$ cat config.mk
export PLATFORM = sky130hd
export DESIGN_NAME = press_counter_uart_report
export DESIGN_NICKNAME = d
export VERILOG_FILES = /design/src/rtl/press_counter_uart_report.sv
export SDC_FILE = /design/constraint.sdc
export NUM_CORES = 1
export LEC_CHECK = 0
export CORE_ASPECT_RATIO = 1.75
export CORE_MARGIN = 2
export CORE_UTILIZATION = 30
export DETAILED_ROUTE_END_ITERATION = 8
export GPL_TIMING_DRIVEN = 0
export PLACE_DENSITY = 0.6
export SLEW_MARGIN = 20
export SYNTH_ARGS = -nofsm -noshare
export SYNTH_HDL_FRONTEND = slang
export SYNTH_SLANG_ARGS = --single-unit
$ cat constraint.sdc
create_clock -name clk -period 4.1 [get_ports clk]
set_input_delay 0.82 -clock clk [delete_from_list [all_inputs] [get_ports clk]]
set_output_delay 0.82 -clock clk [all_outputs]
set_load 0.05 [all_outputs]
$ cat src/rtl/press_counter_uart_report.sv
// Counts debounced button presses in BCD and reports each count over a byte-wide
// valid/ready link as ASCII decimal digits (MSD first) with optional CR/LF.
module press_counter_uart_report #(
  parameter int NUM_DIGITS = 3,
  parameter int SEND_CRLF  = 1
) (
  input  logic                    clk,
  input  logic                    rst,
  input  logic                    PB_down,
  input  logic                    tx_ready,
  output logic                    tx_valid,
  output logic [7:0]              tx_data,
  output logic                    busy,
  output logic [4*NUM_DIGITS-1:0] count_bcd
);

  localparam int CW    = 4 * NUM_DIGITS;
  localparam int IDX_W = (NUM_DIGITS > 1) ? $clog2(NUM_DIGITS) : 1;
  localparam logic [IDX_W-1:0] IDX_TOP = IDX_W'(NUM_DIGITS - 1);

  typedef enum logic [2:0] {IDLE, LOAD, DIGIT, CR, LF} state_t;

  state_t           state_q, state_d;
  logic [CW-1:0]    count_q, count_d, count_inc;
  logic [CW-1:0]    snap_q, snap_d;
  logic [IDX_W-1:0] idx_q, idx_d;
  logic             pending_q, pending_d;
  logic             tx_valid_q, tx_valid_d;
  logic             busy_q, busy_d;
  logic [7:0]       tx_data_q, tx_data_d;
  logic [3:0]       digit_d;
  logic             carry;
  logic             msg_done;

  always_comb begin
    count_inc = count_q;
    carry     = 1'b1;
    for (int unsigned i = 0; i < NUM_DIGITS; i++) begin
      if (carry) begin
        if (count_q[4*i +: 4] == 4'd9) begin
          count_inc[4*i +: 4] = 4'd0;
        end else begin
          count_inc[4*i +: 4] = count_q[4*i +: 4] + 4'd1;
          carry               = 1'b0;
        end
      end
    end
  end

  always_comb begin
    state_d   = state_q;
    idx_d     = idx_q;
    snap_d    = snap_q;
    pending_d = pending_q;
    msg_done  = 1'b0;
    count_d   = PB_down ? count_inc : count_q;

    case (state_q)
      IDLE: begin
        if (PB_down) state_d = LOAD;
      end
      LOAD: begin
        snap_d    = count_q;
        idx_d     = IDX_TOP;
        pending_d = 1'b0;
        state_d   = DIGIT;
      end
      DIGIT: begin
        if (PB_down) pending_d = 1'b1;
        if (tx_ready) begin
          if (idx_q != '0) begin
            idx_d = idx_q - 1'b1;
          end else if (SEND_CRLF != 0) begin
            state_d = CR;
          end else begin
            msg_done = 1'b1;
          end
        end
      end
      CR: begin
        if (PB_down) pending_d = 1'b1;
        if (tx_ready) state_d = LF;
      end
      LF: begin
        if (PB_down) pending_d = 1'b1;
        if (tx_ready) msg_done = 1'b1;
      end
      default: state_d = IDLE;
    endcase

    // A press on the final accept edge restarts immediately, same as a pending one.
    if (msg_done) state_d = (pending_q || PB_down) ? LOAD : IDLE;
  end

  always_comb begin
    digit_d = '0;
    for (int unsigned i = 0; i < NUM_DIGITS; i++) begin
      if (idx_d == IDX_W'(i)) digit_d = snap_d[4*i +: 4];
    end
  end

  // Outputs are registered from next-state values so they never depend on tx_ready combinationally.
  always_comb begin
    tx_valid_d = 1'b0;
    tx_data_d  = '0;
    busy_d     = (state_d != IDLE);
    case (state_d)
      DIGIT: begin
        tx_valid_d = 1'b1;
        tx_data_d  = 8'h30 + {4'h0, digit_d};
      end
      CR: begin
        tx_valid_d = 1'b1;
        tx_data_d  = 8'h0D;
      end
      LF: begin
        tx_valid_d = 1'b1;
        tx_data_d  = 8'h0A;
      end
      default: begin
        tx_valid_d = 1'b0;
        tx_data_d  = '0;
      end
    endcase
  end

  always_ff @(posedge clk) begin
    if (rst) begin
      state_q    <= IDLE;
      count_q    <= '0;
      snap_q     <= '0;
      idx_q      <= '0;
      pending_q  <= 1'b0;
      tx_valid_q <= 1'b0;
      tx_data_q  <= '0;
      busy_q     <= 1'b0;
    end else begin
      state_q    <= state_d;
      count_q    <= count_d;
      snap_q     <= snap_d;
      idx_q      <= idx_d;
      pending_q  <= pending_d;
      tx_valid_q <= tx_valid_d;
      tx_data_q  <= tx_data_d;
      busy_q     <= busy_d;
    end
  end

  assign tx_valid  = tx_valid_q;
  assign tx_data   = tx_data_q;
  assign busy      = busy_q;
  assign count_bcd = count_q;

endmodule

==> flow_metrics.tcl <==
set metrics [dict create \
    outcome "finished, final reports clean" \
    maxSlewViolCount 0 \
    critical_path.slowest_cell "clkdlybuf4s50_1" \
    antenna_found_initial 0 \
    overflow 0 \
    setup.worst_path.start_class "flip-flop" \
    post_cts.repair.setup_buffers 0 \
    n_fill_cell 600 \
    worst-slew-pin-transition_ns 0.587 \
    timing.max_slew.rel_slack_pct 60.8 \
    synth-edff-count 0 \
    routed_wl_mm 3.77 \
    design_power_total_mw 0.907 \
    cts_made_buffers 5 \
    h-tree-depth 2 \
    yosysMostFrequentCell "dfxtp_1" \
    core_area_mm2 0.00550 \
    max_cap_violations 0 \
    timing.clock.skew_ns 0.0104 \
    area_growth_pct 27.0 \
    worstPathRequired_ns 3.28 \
    peakVddDrop_v 0.000236 \
    synth_cells 188 \
    number_of_antenna_diodes 0 \
    cts.sink_count 37 \
    cts_tree "yes" \
    crit_path_cell_trace "clkdlybuf4s50_1" \
    grt_pass1_wl_mm 5.87 \
    clock.fmax_mhz 406 \
    ys_types 45 \
    critical-path-max-stage-delay_ns 0.87 \
    worst-path-max-fanout 8 \
    pin_count_of_the_biggest_net_entering_global_routing 13 \
    critical_path.endpoint_type "output port" \
    dominantRegCellSynth "dfxtp_1" \
    portbufs 22 \
    cpLargestDelayFamily "buffers and inverters" \
    detail-route-antenna-nets 0 \
    ys_seq_area_share_pct 44.1 \
    start_util_pct 30.6 \
    vias 1371 \
    total_leakage_power_nw 0.815 \
    final.setup.tns_ns 0 \
    finalNetCount 222 \
    cts_repair_resize_count 0 \
    cts_hold_bufs 0 \
    synth.ff_latch_count 37 \
    max-clock-path-buffers 2 \
    routedWlPerCell_um 12.8 \
    gr-usage-all-layers_pct 12.8 \
    die-width_um 60.6 \
    std_cell_rows 36 \
    dp.final_hpwl_mm 2.75 \
    top_level_ports 26 \
    vias_per_cell 4.65 \
    drtIter0Drc 24 \
    sum_of_buffers_and_inverters_on_the_critical_path 1 \
    ctsRootBufferMaster "clkbuf_8" \
    die_h_um 103 \
    timing.final.setup_violations 0 \
    timing.critical_path.arrival_ns 1.64 \
    clk_pin_slew_worst_paths_ns 0.08 \
    yosys-top-cells-area "dfxtp_1 44%, mux2i_1 8.3%, nor2_1 6.7%" \
    total_power_density_per_cell_area_mw_per_mm2 425 \
    insertion_delay_ns 0.30 \
    gpl.final_weighted_congestion 0.825 \
    yosys_warnings 0 \
    die_area_mm2 0.00624 \
    route.detailed.drc 0 \
    timing.final.crit_period_ns 2.46 \
    ys_top_cells_by_count "37 x dfxtp_1, 30 x nor2_1, 14 x mux2i_1" \
    number_of_detailed_route_iterations_in_the_first_pass 4 \
    rsz0062_at_grt "no" \
    period_utilization_pct 60.1 \
    critPathKind "flip-flop to output port" \
    mappedNetlistArea_mm2 0.00168 \
    synth_area_leader_cell "dfxtp_1" \
    synth_top_cell_area_share_pct 44.1 \
    async_flop_share_pct 0 \
    timing.hold.worst.class "flip-flop to flip-flop" \
    report.final.hold_viol_count 0 \
    syn_avg_cell_area_um2 8.94 \
    via_count_of_the_first_global_routing_pass 1207 \
    drive_above_1_share_pct 10.5 \
]
cell families (layout without fill, tap and decap cells):
group           after synthesis  count (layout)  share of synthesized area, %
compound gates               34              34                          12.9
xor+xnor                      6               6                          3.13
buf+inv                      19              49                          6.63
flops                        37              37                          44.1
mux                          15              15                          9.01
other cells                   1               2                         0.223
simple gates                 76              76                          24.1
cells in the final DEF (no fill, tap or decap), types with 4 or more instances in the layout:
master           instances
nand3_1                  7
inv_1                    7
dfxtp_1                 37
a21oi_1                 11
nand2_1                 10
nor3b_1                  4
mux2i_1                 14
o21ai_1                  4
nor2_1                  30
nor2b_1                  6
o21ai_0                  7
clkbuf_8                 5
clkbuf_1                 4
clkdlybuf4s50_1         22
sequential cells by signal, indices dropped and copies added (netlist names):
register   cells
busy           1
count_bcd     12
idx_q          2
pending_q      1
snap_q        12
state_q        3
tx_data        5
tx_valid       1
per-layer routing:
layer	up-vias	part of all wire, %	track usage (%)
li1	704	-	-
met1	639	43	14.0
met2	21	52	22.9
met3	7	2.6	2.38
met4	0	2.4	6.19
met5	-	0	0
report_power, final:
group	total, mW	leakage [nW]	switching [mW]	internal, mW
combinational	0.148	0.447	0.0909	0.0576
sequential	0.382	0.300	0.00988	0.372
clock	0.377	0.0681	0.135	0.242
total	0.907	0.815	0.236	0.671
path summary, 6_finish.rpt:
path                                    from           end  slack, ns  depth (start not counted)
worst min-delay path               snap_q[8]     snap_q[8]       0.50                          2
worst min register to register     snap_q[8]     snap_q[8]       0.50                          2
worst max register to register    state_q[1]    tx_data[1]       2.16                          6
worst max-delay path            count_bcd[5]  count_bcd[5]       1.64                          1
per-stage QoR:
step	setup WS [ns]	cell area [um2]	hold WS [ns]	std cells	util (%)
floorplan	2.31	1680	0.451	189	-
global placement	1.50	2000	0.471	287	36.4
detailed placement	1.51	2000	0.482	287	36.4
CTS	1.63	2130	0.505	295	38.8
global route	1.59	2130	0.530	295	38.8
finish	1.64	2130	0.498	295	38.8
area by class of cell:
type	count	area [um2]	area share, %
multi-input combinational	133	832	39.0
sequential	37	741	34.7
timing repair buffer	22	220	10.3
tap	76	95.1	4.46
buffer	12	85.1	3.99
clock buffer	5	68.8	3.23
clock inverter	3	65.1	3.05
inverter	7	26.3	1.23
No activity file was read; power rests on OpenSTA's default activity.
